$ cat src/rtl/rom_string_uart_tx_pkg.sv
// Shared types and constants for the ROM-string UART transmitter.
package rom_string_uart_tx_pkg;

    typedef enum logic [2:0] {
        IDLE,
        FETCH,
        START_BIT,
        DATA_BITS,
        STOP_BIT,
        DONE
    } state_t;

    localparam logic [7:0] NUL_CHAR       = 8'h00;
    localparam logic       TX_IDLE        = 1'b1;
    localparam int         UART_DATA_BITS = 8;

endpackage

$ cat src/rtl/uart_baud_gen.sv
// Bit-period counter: bit_end marks the last clock of each UART bit.
module uart_baud_gen #(
    parameter int CLKS_PER_BIT = 16
) (
    input  logic clk,
    input  logic rst,
    input  logic clr,
    output logic bit_end
);

    localparam int                CNT_W = (CLKS_PER_BIT > 1) ? $clog2(CLKS_PER_BIT) : 1;
    localparam logic [CNT_W-1:0]  LAST  = CNT_W'(CLKS_PER_BIT - 1);

    logic [CNT_W-1:0] cnt;

    always_ff @(posedge clk) begin
        if (rst || clr) begin
            cnt <= '0;
        end else if (cnt == LAST) begin
            cnt <= '0;
        end else begin
            cnt <= cnt + 1'b1;
        end
    end

    assign bit_end = (cnt == LAST);

endmodule

$ cat src/rtl/rom_string_uart_tx.sv
// Walks a character ROM from address 0 and sends each byte as 8N1 UART,
// stopping at the first NUL or after MAX_LEN characters.
module rom_string_uart_tx
    import rom_string_uart_tx_pkg::*;
#(
    parameter int CLKS_PER_BIT = 16,
    parameter int ADDR_W       = 4,
    parameter int DATA_W       = 8,
    parameter int MAX_LEN      = 16
) (
    input  logic              clk,
    input  logic              rst,
    input  logic              start,
    output logic [ADDR_W-1:0] rom_addr,
    input  logic [DATA_W-1:0] rom_data,
    output logic              tx,
    output logic              busy,
    output logic              done,
    output logic [ADDR_W:0]   char_count
);

    localparam logic [ADDR_W:0] MAX_CNT  = (ADDR_W + 1)'(MAX_LEN);
    localparam logic [2:0]      LAST_BIT = 3'(UART_DATA_BITS - 1);

    state_t            state;
    logic [DATA_W-1:0] shreg;
    logic [2:0]        bit_idx;
    logic              baud_clr;
    logic              bit_end;

    // The counter only runs in the timed states, so it starts from zero on
    // entry to START_BIT and wraps naturally across the later bit boundaries.
    assign baud_clr = (state == IDLE) || (state == FETCH) || (state == DONE);

    uart_baud_gen #(
        .CLKS_PER_BIT(CLKS_PER_BIT)
    ) u_baud (
        .clk    (clk),
        .rst    (rst),
        .clr    (baud_clr),
        .bit_end(bit_end)
    );

    always_ff @(posedge clk) begin
        if (state == FETCH) begin
            shreg <= rom_data;
        end else if (bit_end && (state == START_BIT || state == DATA_BITS)) begin
            shreg <= shreg >> 1;
        end
    end

    always_ff @(posedge clk) begin
        if (rst) begin
            state      <= IDLE;
            tx         <= TX_IDLE;
            busy       <= 1'b0;
            done       <= 1'b0;
            rom_addr   <= '0;
            char_count <= '0;
            bit_idx    <= '0;
        end else begin
            done <= 1'b0;
            case (state)
                IDLE: begin
                    tx <= TX_IDLE;
                    // A start coinciding with the done pulse is not a new request.
                    if (start && !done) begin
                        state      <= FETCH;
                        rom_addr   <= '0;
                        char_count <= '0;
                        busy       <= 1'b1;
                    end
                end
                FETCH: begin
                    bit_idx <= '0;
                    if (rom_data == NUL_CHAR) begin
                        state <= DONE;
                    end else begin
                        state <= START_BIT;
                        tx    <= 1'b0;
                    end
                end
                START_BIT: begin
                    if (bit_end) begin
                        state <= DATA_BITS;
                        tx    <= shreg[0];
                    end
                end
                DATA_BITS: begin
                    if (bit_end) begin
                        if (bit_idx == LAST_BIT) begin
                            state <= STOP_BIT;
                            tx    <= TX_IDLE;
                        end else begin
                            bit_idx <= bit_idx + 1'b1;
                            tx      <= shreg[0];
                        end
                    end
                end
                STOP_BIT: begin
                    if (bit_end) begin
                        char_count <= char_count + 1'b1;
                        // Length check precedes the increment so the address never wraps.
                        if (char_count + 1'b1 == MAX_CNT) begin
                            state <= DONE;
                        end else begin
                            rom_addr <= rom_addr + 1'b1;
                            state    <= FETCH;
                        end
                    end
                end
                DONE: begin
                    done  <= 1'b1;
                    busy  <= 1'b0;
                    state <= IDLE;
                end
                default: state <= IDLE;
            endcase
        end
    end

endmodule

$ cat config.mk
export PLATFORM = sky130hd
export DESIGN_NAME = rom_string_uart_tx
export DESIGN_NICKNAME = d
export VERILOG_FILES = /design/src/rtl/rom_string_uart_tx_pkg.sv /design/src/rtl/uart_baud_gen.sv /design/src/rtl/rom_string_uart_tx.sv
export SDC_FILE = /design/constraint.sdc
export NUM_CORES = 1
export LEC_CHECK = 0
export BUFFER_PORTS_ARGS = -buffer_cell sky130_fd_sc_hd__clkbuf_2
export CAP_MARGIN = 20
export CORE_MARGIN = 2
export CORE_UTILIZATION = 40
export CTS_BUF_LIST = sky130_fd_sc_hd__clkbuf_2 sky130_fd_sc_hd__clkbuf_4 sky130_fd_sc_hd__clkbuf_8
export CTS_CLUSTER_DIAMETER = 80
export DETAILED_ROUTE_END_ITERATION = 8
export GPL_ROUTABILITY_DRIVEN = 0
export HOLD_SLACK_MARGIN = 0.06
export MAX_ROUTING_LAYER = met4
export SETUP_SLACK_MARGIN = 0.3
export SYNTH_ARGS = -nofsm -noshare
export SYNTH_HDL_FRONTEND = slang
export SYNTH_SLANG_ARGS = --single-unit
$ cat constraint.sdc
create_clock -name clk -period 2.8 [get_ports clk]
set_clock_uncertainty 0.2 [all_clocks]
set_input_delay 0.7 -clock clk [delete_from_list [all_inputs] [get_ports clk]]
set_output_delay 0.7 -clock clk [all_outputs]
set_load 0.05 [all_outputs]
# Yosys cells after proc, flatten, opt, wreduce, memory -nomap -nowiden
# Cells that the tools add are included.
dict set report op_classes {
  n_mux 28
  add_sub_neg 4
  eq_ne 16
  reduce_logical 21
}
# op n
set op_table {}
lappend op_table {{$mux W3} 9}
lappend op_table {{$mux W8} 2}
lappend op_table {{$pmux W3 S5} 1}
lappend op_table {{$mux W4} 3}
lappend op_table {{$ne A2 B2 Y1 const B} 6}
lappend op_table {{$mux W5} 2}
lappend op_table {{$pmux W5 S2} 1}
lappend op_table {{$eq A3 B3 Y1 const B} 3}
lappend op_table {{$add A4 B1 Y4 const B} 2}
lappend op_table {{$logic_not A8 Y1} 1}
lappend op_table {{$pmux W4 S2} 1}
lappend op_table {{$reduce_and A4 Y1} 2}
lappend op_table {{$reduce_bool A2 Y1} 4}
lappend op_table {{$eq A3 B2 Y1 const B} 2}
lappend op_table {{$mux W1} 6}
lappend op_table {{$pmux W3 S2} 1}
lappend op_table {{$reduce_and A3 Y1} 2}
lappend op_table {{$add A5 B1 Y5 const B} 1}
lappend op_table {{$eq A5 B5 Y1 const B} 1}
lappend op_table {{$reduce_and A5 Y1} 1}
lappend op_table {{$eq A4 B4 Y1 const B} 1}
lappend op_table {{$logic_or A1 B1 Y1} 4}
lappend op_table {{$ne A2 B1 Y1 const B} 2}
lappend op_table {{$pmux W1 S4} 1}
lappend op_table {{other kinds (9)} 10}
dict set report totals {
  wordCells 78
  ff_bits 30
  in_bits 11
}

# Longest topological paths before layout
# Gate-level depths: netlist of run 1.
dict set report depth {
  word_depth 5
  ltp_mapped 7
  ltp_nobuf 7
}

# Cells and area by module
# A second synthesis of run 1 with hierarchy kept.
dict set report hier_totals {
  cells_unflattened 166
  area_unflattened_um2 1576.5
}
# module seq_area_each_um2 n_inst area_each_um2 cells_per_inst
set modules_own_cells {}
lappend modules_own_cells {rom_string_uart_tx 600.6 1 1418.9 150}
lappend modules_own_cells {uart_baud_gen 80.1 1 157.7 16}

# Worst setup path after synthesis of run 1
# Ideal clock, no wire load.
dict set report synth_path {
  path_kind {register to register}
  startpoint {register char_count[0]}
  endpoint {register rom_addr[3]}
  path_buffers 0
  slack_ns 0.390
  setup_ns 0.070
  arrival_ns 2.140
  path_stages_with_launch 7
  path_cell_list {dfxtp_1 ha_1 nand3_1 xnor2_1 a41o_1 or3_1 a21oi_1}
}
dict set report synth_via {
  elab_chain_len 4
}
# element line_no
set synth_lines {}
lappend synth_lines {{start, declared} rom_string_uart_tx.sv:19} ;# output logic [ADDR_W:0] char_count
lappend synth_lines {{start signal, assigned} rom_string_uart_tx.sv:102} ;# char_count <= char_count + 1'b1;
lappend synth_lines {{$add A5 B1 Y5} rom_string_uart_tx.sv:104} ;# if (char_count + 1'b1 == MAX_CNT) begin
lappend synth_lines {{$eq A5 B5 Y1} rom_string_uart_tx.sv:104}
lappend synth_lines {{$ne A2 B2 Y1 (no line)} -}
lappend synth_lines {{$reduce_and A4 Y1 (no line)} -}
lappend synth_lines {{end signal, assigned} rom_string_uart_tx.sv:107} ;# rom_addr <= rom_addr + 1'b1;
lappend synth_lines {{end, declared} rom_string_uart_tx.sv:14} ;# output logic [ADDR_W-1:0] rom_addr,
# Every way passes these cells.
# A chain may end at the register's enable or synchronous reset.

# Worst setup path in the final report of run 1
dict set report layout_path {
  startpoint {register state[1]}
  endpoint {register rom_addr[3]}
}
dict set report layout_via {
  elab_chain_len 3
  elab_cells_between_ends 8
  cone_classes {4 x eq/ne; 1 x mux; 3 x reduce/logical}
}
# element line_no
set layout_lines {}
lappend layout_lines {{start, declared} rom_string_uart_tx.sv:25} ;# state_t state;
lappend layout_lines {{start signal, assigned} rom_string_uart_tx.sv:54} ;# state <= IDLE;
lappend layout_lines {{start signal, assigned} rom_string_uart_tx.sv:68} ;# state <= FETCH;
lappend layout_lines {{start signal, assigned} rom_string_uart_tx.sv:77} ;# state <= DONE;
lappend layout_lines {{$eq A3 B3 Y1 / $logic_not A3 Y1 (equally long branches)} rom_string_uart_tx.sv:63} ;# case (state)
lappend layout_lines {{$ne A2 B2 Y1 (no line) (tied with other cells)} -}
lappend layout_lines {{$reduce_and A4 Y1 (no line)} -}
# Parallel ways exist; a longest one is shown, timed or not.

==> impl_metrics.csv, run 1 <==
group,metric,value,unit
outcome,run_status,"complete, no violations",
min_path,min_path_cells,1,
placed_design,place_hpwl,2200,um
timing,rsz0062_at_grt,"false",
floorplanning,initial_utilization,41.1,%
worst_setup_path,slowest_delay,590,ps
routing,via_count,1210,
worst_setup_path,critPathBufInv,0,
global_routing,grt_first_pass_wirelength,5200,um
min_path,min_path_type,"flop to flop",
placed_design,portBuffers,22,
synth,netlist_instances,155,
clock_network,clockBufferDepth,2,
power,p_switching,0.385,mW
power,p_comb_share,22.3,%
timing,min_period,2270,ps
timing,max_freq,0.440,GHz
timing,hold_violations,0,
worst_setup_path,worstSetupPathType,"flop to flop",
synth,ys_types,43,
clock_network,cts_setup_buffers,0,
clock_network,hold_buffers,0,
routing,vias_per_cell,5.31,
finish,area_growth,19.0,%
floorplanning,dieArea,0.00424,sq mm
routing,drc_errors,0,
timing,setup_violations,0,
synth,synth_flop_cell,"dfxtp_1",
synth,synth_area,0.00149,sq mm
placed_design,placedCellCount,220,
floorplanning,rows,22,
timing,whs,255,ps
worst_setup_path,crit_fanout,14,
global_routing,antenna_found_initial,0,
timing,tns,0,ps
power,powerDensity,778,mW/mm^2
global_routing,grt-ovfl-total,0,
finish,final_cells,228,
synth,synth.avg_cell_area,9.63,sq um
worst_setup_path,critPathRequiredTime,2810,ps
finish,finish.instance_area,0.00178,sq mm
clock_network,cts_sinks,30,
finish,drive_gt1_share,24.4,%
synth,syn_nets,172,
synth,synth_top_area_share,29.5,%
finish,post-route-util,48.9,%
clock_network,root_buffer,"clkbuf_8",
power,power.leakage,0.700,nW
synth,synth_enable_flop_cells,8,
synth,yosys-top-cells-area,"dfxtp_1, edfxtp_1, mux2_2",
worst_setup_path,crit_chain,"or4b_4 -> a2bb2oi_2 -> a41o_1 -> or3_1 -> a21oi_1",
worst_setup_path,start_kind,"flop",
global_routing,grt_pass1_vias,1140,
power,p_clk_share,36.9,%
timing,worst_pin_slew,665,ps
clock_network,clk_latency,280,ps
global_routing,grt_max_degree,17,
timing,setup_ws,530,ps
synth,yosys_warnings,0,
synth,async_reset_ff_share,0,%
finish,final_nets,196,
run,drv_cap,0,
clock_network,ctsHtreeMaxLevel,2,
timing,slew_headroom,55.5,%
finish,mostFrequentLayoutCells,"dfxtp_1, clkbuf_2, nor2_1, a21oi_1, nand2_1",
placed_design,place_area,0.00164,sq mm
clock_network,clk_pin_slew_worst_paths,60,ps
finish,n_antenna_cell,0,
finish,n_fill_cell,361,
power,intPower,0.997,mW
worst_setup_path,crit_path_end_kind,"flop",
routing,wl_per_cell,13.1,um
power,power_switching_share,27.9,%
routing,first_pass_iters,4,
global_routing,track_usage,16.7,%
power,ir_drop,0.000396,V
floorplanning,die_h,65.1,um
timing,maxSlewViolCount,0,
routing,drtIter0Drc,51,
floorplanning,die_w,65.1,um
power,seqPwrFrac,40.8,%
worst_setup_path,worstRegToRegCells,5,
floorplanning,coreArea,0.00363,sq mm
synth,yosysTopAreaCell,"dfxtp_1",
routing,postRouteAntennaNets,0,
clock_network,cts_tree,"built",
power,total_power,1.38,mW
synth,ys_seq_area_share,45.6,%
worst_setup_path,slowest_stage,"or4b_4",
timing,fin_crit_sh,81.1,%
worst_setup_path,critPathTopFamily,"simple AND/OR/NAND/NOR gates",
clock_network,numCtsBuffers,5,
worst_setup_path,worstSetupPathDepth,5,
clock_network,ctsResizeCount,0,
worst_setup_path,crit_arrival,2280,ps
placed_design,preCtsSetupSlack,336,ps
routing,routed_wirelength,2980,um
synth,synth_seq_cells,30,
floorplanning,pin_count,23,
## state kept, by name, indices dropped and copies added, names as in the netlist
signal      count
tx              1
busy            1
rom_addr        4
done            1
char_count      5
shreg           8
u_baud.cnt      4
bit_idx         3
state           3
## routing by layer
layer | routed length (um) | track usage, % | vias up
met5 | 0 | - | -
met4 | 28 | 6.25 | 0
met3 | 131 | 5.73 | 4
met2 | 1440 | 26.9 | 23
met1 | 1380 | 19.4 | 568
li1 | - | - | 615
## cells by family after synthesis
group / Yosys count / share of synthesized area (%)
compound gates: 36 / 16.6
xor+xnor: 4 / 2.35
fa+ha+maj: 6 / 5.03
buf+inv: 11 / 3.02
flops: 30 / 45.6
mux: 10 / 7.29
simple gates: 58 / 20.1
## final cells by class
type	count	area, sq um	area share (%)
clock buffers	5	68.8	3.87
clock inverters	3	63.8	3.59
inverters	5	18.8	1.06
multi-input cells	114	767	43.2
flip-flops and latches	30	681	38.3
well taps	48	60.1	3.38
repair buffers	23	118	6.62
## final timing paths
kind,startpoint,endpoint,slack [ps]
worst max-delay path,state[1],rom_addr[3],530
worst min register to register,u_baud.cnt[0],u_baud.cnt[0],260
worst max register to register,state[1],rom_addr[3],530
worst min-delay path,u_baud.cnt[0],u_baud.cnt[0],260
## synth_stat cells, types with 2 or more instances
master and count:
o211ai_1 2, inv_1 5, ha_1 6, mux2_2 7
dfxtp_1 22, edfxtp_1 8, nor4_1 3, nand3_1 7
a21oi_1 14, a22oi_1 3, nor3_1 2, clkbuf_1 3
nor2b_1 2, a41o_1 2, buf_2 3, xor2_1 2
mux2i_1 3, o21ai_0 3, xnor2_1 2, a21o_1 3
and3_1 2, nand2b_1 2, nor2_1 17, nand2_1 12
or3_1 2
## power groups by stage
stage          combinational (mW)  sequential [mW]  clock, mW
6_report                    0.308            0.564      0.510
5_1_grt                     0.345            0.572      0.541
4_1_cts                     0.311            0.565      0.525
3_5_place_dp                0.309            0.574          0
3_3_place_gp                0.301            0.571          0
2_1_floorplan               0.225            0.590          0
No activity file was read; power rests on OpenSTA's default activity.
==> inputs of run 2 (changes only) <==
--- a/config.mk
+++ b/config.mk
@@ -5,6 +5,7 @@
 export SDC_FILE = /design/constraint.sdc
 export NUM_CORES = 1
 export LEC_CHECK = 0
+export ABC_AREA = 1
 export BUFFER_PORTS_ARGS = -buffer_cell sky130_fd_sc_hd__clkbuf_2
 export CAP_MARGIN = 20
 export CORE_MARGIN = 2
==> constraint.sdc (replaced) <==
create_clock -name clk -period 1.8 [get_ports clk]
set_clock_uncertainty 0.2 [all_clocks]
set_input_delay 0.45 -clock clk [delete_from_list [all_inputs] [get_ports clk]]
set_output_delay 0.45 -clock clk [all_outputs]
set_load 0.05 [all_outputs]
==> run 2 against run 1 <==
Compared with the run above:
- cell area grew 27%
- synthesized area up 7.9%
- non-clock buffer count increased by 17
- routed wire length up 13%
- sequential share of layout area down 6.5 points
- register-to-register slack worse by 260 ps
- die area increased by 7.4%
- via count grew 18%
- critical path type unchanged
==> impl_metrics.csv, run 2 <==
group,metric,value,unit
timing,slew_headroom,74.9,%
finish,multiInputGateArea,920,sq um
synth,netlist_instances,202,
placed_design,place_hpwl,2350,um
timing,worst_pin_slew,377,ps
synth,synth.avg_cell_area,7.97,sq um
worst_setup_path,critPathTopFamily,"flip-flops",
worst_setup_path,crit_fanout,8,
power,total_power,3.16,mW
finish,final_common_cell,"nand2_1",
routing,vias_per_cell,4.84,
global_routing,grt_max_degree,13,
clock_network,root_buffer,"clkbuf_8",
finish,regArea,719,sq um
timing,max_freq,0.655,GHz
worst_setup_path,slowest_stage,"dfxtp_2",
routing,drtIter0Drc,64,
synth,ys_seq_area_share,42.3,%
worst_setup_path,critPathRequiredTime,1820,ps
worst_setup_path,worstSetupPathType,"flop to flop",
timing,hold_violations,0,
synth,ys_top_cells_by_count,"nand2_1, nor2_1, dfxtp_1",
floorplanning,rows,23,
worst_setup_path,slowest_delay,350,ps
synth,synth_enable_flop_cells,8,
worst_setup_path,crit_arrival,1550,ps
synth,yosys_warnings,0,
worst_setup_path,crit_path_end_kind,"flop",
routing,wl_per_cell,11.4,um
global_routing,track_usage,17.8,%
clock_network,numCtsBuffers,5,
clock_network,ctsHtreeMaxLevel,2,
worst_setup_path,cp_common_cell,"nand2_1",
timing,rsz0062_at_grt,"true",
synth,synth_area,0.00161,sq mm
floorplanning,coreArea,0.00394,sq mm
routing,drc_errors,0,
floorplanning,initial_utilization,40.8,%
clock_network,hold_buffers,0,
synth,synth_seq_cells,30,
min_path,min_path_type,"primary input to flop",
global_routing,grt_pass1_vias,1351,
worst_setup_path,critPathBufInv,1,
finish,largestRegisters,"shreg: 8 flops, char_count: 5 flops",
finish,largest_reg_flops,8,
clock_network,cts_tree,"built",
synth,yosys-top-cells-area,"dfxtp_1, edfxtp_1, nand2_1",
power,powerDensity,1400,mW/mm^2
finish,top_register,"shreg",
global_routing,grt-ovfl-total,0,
routing,first_pass_iters,4,
global_routing,antenna_found_initial,0,
routing,via_count,1429,
worst_setup_path,start_kind,"flop",
finish,final_nets,261,
finish,n_fill_cell,357,
global_routing,grt_first_pass_wirelength,5760,um
clock_network,clockBufferDepth,2,
timing,maxSlewViolCount,0,
synth,synth.most_common_cell,"nand2_1",
timing,fin_crit_sh,84.8,%
finish,mostFrequentLayoutCells,"nand2_1, nor2_1, buf_4, nand3_1, a21oi_1",
floorplanning,die_w,67.5,um
floorplanning,dieArea,0.00455,sq mm
worst_setup_path,crit_chain,"ha_4 -> nand3_4 -> o21ai_4 -> buf_6 -> nand2_4 -> nand2_1 -> nand2_1 -> nor2_1",
clock_network,clk_pin_slew_worst_paths,60,ps
power,power.leakage,0.944,nW
synth,ys_types,26,
timing,setup_violations,0,
finish,n_antenna_cell,0,
finish,area_growth,40.2,%
synth,synth_top_area_share,27.4,%
synth,syn_nets,219,
synth,yosysTopAreaCell,"dfxtp_1",
clock_network,clk_latency,280,ps
timing,min_period,1530,ps
placed_design,portBuffers,22,
clock_network,cts_sinks,30,
finish,drive_gt1_share,42.9,%
outcome,run_status,"complete, no violations",
floorplanning,die_h,67.5,um
power,ir_drop,0.000783,V
routing,postRouteAntennaNets,0,
timing,tns,0,ps
floorplanning,pin_count,23,
synth,synth_flop_cell,"dfxtp_1",
synth,async_reset_ff_share,0,%
run,drv_cap,0,
routing,routed_wirelength,3370,um
[run 2: logic make-up (layout without fill, tap and decap cells)]
group           after synthesis  after routing  share of synthesized area (%)
simple gates                108            108                           32.2
compound gates               30             30                           11.4
flops                        30             30                           42.3
buf+inv                      24             67                           7.23
fa+ha+maj                     6              6                           4.66
xor+xnor                      4              4                           2.18
[run 2: final timing paths]
kind	from	to	slack [ps]	depth (start not counted)
worst min register to register	busy	busy	270	2
worst max-delay path	u_baud.cnt[0]	rom_addr[1]	270	8
worst min-delay path	rom_data[4]	shreg[4]	250	3
worst max register to register	u_baud.cnt[0]	rom_addr[1]	270	8
[run 2: cell type report]
class	instances	share of cell area, %
clock buffers	7	3.99
clock inverters	1	0.222
flip-flops and latches	30	31.9
well taps	50	2.77
multi-input cells	148	40.7
repair buffers	40	17.1
inverters	19	3.38
[run 2: metrics by stage]
step / instance area [sq um] / hold WS (ps) / setup slack [ps] / std cells / utilization (%)
floorplan: 1670 / 220 / 261 / 202 / -
global placement: 1820 / 230 / 172 / 272 / 46.2
detailed placement: 1820 / 234 / 120 / 272 / 46.2
CTS: 2190 / 246 / 261 / 290 / 55.4
global route: 2260 / 272 / 153 / 295 / 57.3
finish: 2260 / 252 / 273 / 295 / 57.3
[run 2: per-layer routing]
layer / wire, um / global-route usage [%] / vias up / share of wire [%]
li1: - / - / 751 / -
met2: 1670 / 28.5 / 24 / 50
met4: 73 / 7.91 / 0 / 2.2
met3: 95 / 5.17 / 7 / 2.8
met5: 0 / - / - / 0
met1: 1530 / 20.7 / 647 / 45
[run 2: worst min-delay path: stages]
cell      delay, ps
clkbuf_2         90
nand2_1          50
nand2_1          50
[run 2: timing repair]
| action | CTS | global route |
|---|---|---|
| setup buffers | 10 | 5 |
| setup endpoints to repair | 43 | 34 |
| resized for setup | 54 | 14 |
| pin swaps | 9 | 3 |
[run 2: power by group]
| part | leakage [nW] | switching, mW | total [mW] | internal [mW] |
|---|---|---|---|---|
| clock | 0.0517 | 0.249 | 0.572 | 0.323 |
| combinational | 0.627 | 0.808 | 1.41 | 0.598 |
| sequential | 0.265 | 0.192 | 1.18 | 0.990 |
| total | 0.944 | 1.25 | 3.16 | 1.91 |
==> inputs of run 3 (changes only) <==
--- a/config.mk
+++ b/config.mk
@@ -5,7 +5,7 @@
 export SDC_FILE = /design/constraint.sdc
 export NUM_CORES = 1
 export LEC_CHECK = 0
-export ABC_AREA = 1
+export ABC_AREA = 0
 export BUFFER_PORTS_ARGS = -buffer_cell sky130_fd_sc_hd__clkbuf_2
 export CAP_MARGIN = 20
 export CORE_MARGIN = 2
==> constraint.sdc (replaced) <==
create_clock -name clk -period 1.5 [get_ports clk]
set_clock_uncertainty 0.2 [all_clocks]
set_input_delay 0.375 -clock clk [delete_from_list [all_inputs] [get_ports clk]]
set_output_delay 0.375 -clock clk [all_outputs]
set_load 0.05 [all_outputs]
==> run 3 against run 2 <==
Compared with the run above:
- the flow now finishes with violations (setup timing)
- routed wire length increased by 19%
- register-to-register slack worse by 780 ps
- largest power group unchanged
- sequential power shrank 14%
- first-iteration DRC count up 13%
- cell area up 14%
- clock power is 50% higher
- via count is 1.5% higher
- setup slack lost 780 ps
- largest cell class unchanged
- critical path depth shrank 3
- sequential share of layout area shrank 4.3 points
- sequential cell count unchanged
==> impl_metrics.csv, run 3 (synthesis results as in run 1) <==
group,metric,value,unit
power,ir_drop,0.000461,V
clock_network,root_buffer,"clkbuf_8",
worst_setup_path,crit_path_end_kind,"flop",
floorplanning,initial_utilization,41.1,%
routing,wl_per_cell,14.6,um
finish,area_growth,72.8,%
finish,top_register,"shreg",
worst_setup_path,critPathBufInv,0,
clock_network,cts_tree,"built",
global_routing,grt_first_pass_wirelength,6410,um
worst_setup_path,timing.reg2reg.setup_slack,-510,ps
finish,drive_gt1_share,61.9,%
routing,first_pass_iters,4,
power,total_power,2.93,mW
worst_setup_path,crit_chain,"or4b_4 -> a2bb2oi_2 -> a41o_1 -> or3_1 -> a21oi_2",
timing,max_freq,0.497,GHz
worst_setup_path,start_kind,"flop",
finish,mostFrequentLayoutCells,"buf_4, nor2_1, dfxtp_2, nand2_1, clkbuf_2",
global_routing,antenna_found_initial,0,
finish,finish.instance_area,0.00258,sq mm
power,power.leakage,1.04,nW
global_routing,grt_pass1_vias,1449,
min_path,min_path_type,"primary input to flop",
timing,slew_headroom,76.4,%
finish,final_nets,242,
timing,setup_violations,34,
floorplanning,rows,22,
worst_setup_path,critPathTopFamily,"simple AND/OR/NAND/NOR gates",
worst_setup_path,slowest_delay,540,ps
routing,drtIter0Drc,72,
clock_network,clk_pin_slew_worst_paths,70,ps
clock_network,hold_buffers,0,
global_routing,grt-ovfl-total,0,
run,drv_cap,0,
worst_setup_path,critPathRequiredTime,1520,ps
global_routing,grt_max_degree,14,
timing,setup_ws,-510,ps
outcome,violations,"setup timing",
clock_network,numCtsBuffers,5,
timing,rsz0062_at_grt,"true",
finish,largest_reg_flops,8,
finish,final_common_cell,"buf_4",
finish,n_fill_cell,270,
floorplanning,die_w,65.1,um
worst_setup_path,worstSetupPathType,"flop to flop",
global_routing,track_usage,20.2,%
clock_network,clockBufferDepth,2,
timing,maxSlewViolCount,0,
clock_network,ctsHtreeMaxLevel,2,
routing,routed_wirelength,4000,um
routing,postRouteAntennaNets,0,
worst_setup_path,crit_fanout,5,
power,powerDensity,1140,mW/mm^2
routing,via_count,1450,
placed_design,portBuffers,22,
timing,min_period,2010,ps
outcome,run_status,"complete, but fails checks",
timing,hold_violations,0,
routing,drc_errors,0,
floorplanning,dieArea,0.00424,sq mm
worst_setup_path,crit_arrival,2030,ps
timing,whs,189,ps
timing,fin_crit_sh,134,%
clock_network,cts_sinks,30,
floorplanning,coreArea,0.00363,sq mm
finish,n_antenna_cell,0,
worst_setup_path,slowest_stage,"or4b_4",
timing,worst_pin_slew,351,ps
floorplanning,pin_count,23,
placed_design,place_area,0.00203,sq mm
routing,vias_per_cell,5.29,
floorplanning,die_h,65.1,um
clock_network,clk_latency,280,ps
placed_design,place_hpwl,2640,um
finish,post-route-util,71.0,%
finish,largestRegisters,"shreg: 8 flops, char_count: 5 flops",
## run 3: final cells by class
| class | count | area (sq um) | area share [%] |
|---|---|---|---|
| timing repair buffer | 69 | 708 | 27.5 |
| clock buffer | 7 | 90.1 | 3.49 |
| multi-input combinational | 114 | 962 | 37.3 |
| clock inverter | 1 | 30.0 | 1.16 |
| sequential | 30 | 709 | 27.5 |
| inverter | 5 | 18.8 | 0.728 |
| tap | 48 | 60.1 | 2.33 |
## run 3: where the power goes
group | leakage, nW | internal (mW) | switching [mW] | total, mW
Clock | 0.0619 | 0.559 | 0.299 | 0.858
Sequential | 0.261 | 0.964 | 0.0592 | 1.02
Combinational | 0.715 | 0.547 | 0.499 | 1.05
## run 3: final timing paths
path / cells past startpoint / end / start
setup reg to reg: 5 / rom_addr[2] / done
setup / recovery: 5 / rom_addr[2] / done
hold reg to reg: 2 / busy / busy
hold / removal: 2 / char_count[1] / rst
## run 3: layer usage
layer	track usage (%)	part of all wire, %	vias up
met4	6.77	0.95	0
met5	-	0	-
met1	22.9	43	708
li1	-	-	710
met2	35.3	53	28
met3	4.34	2.8	4
## run 3: repair_timing
item,4_1_cts,5_1_grt
buffers inserted,6,4
gates resized for setup,59,16
endpoints found under the hold margin,0,0
setup endpoints to repair,50,50
pin swaps,9,4
## run 3: per-stage QoR
| step | setup TNS (ps) | setup WS (ps) | cells |
|---|---|---|---|
| final | -8250 | -510 | 274 |
| after global routing | -10080 | -566 | 274 |
| after CTS | -8040 | -478 | 270 |
| after detailed placement | -9040 | -531 | 256 |
| after global placement | -8470 | -472 | 256 |
| after floorplan | -5320 | -553 | 155 |
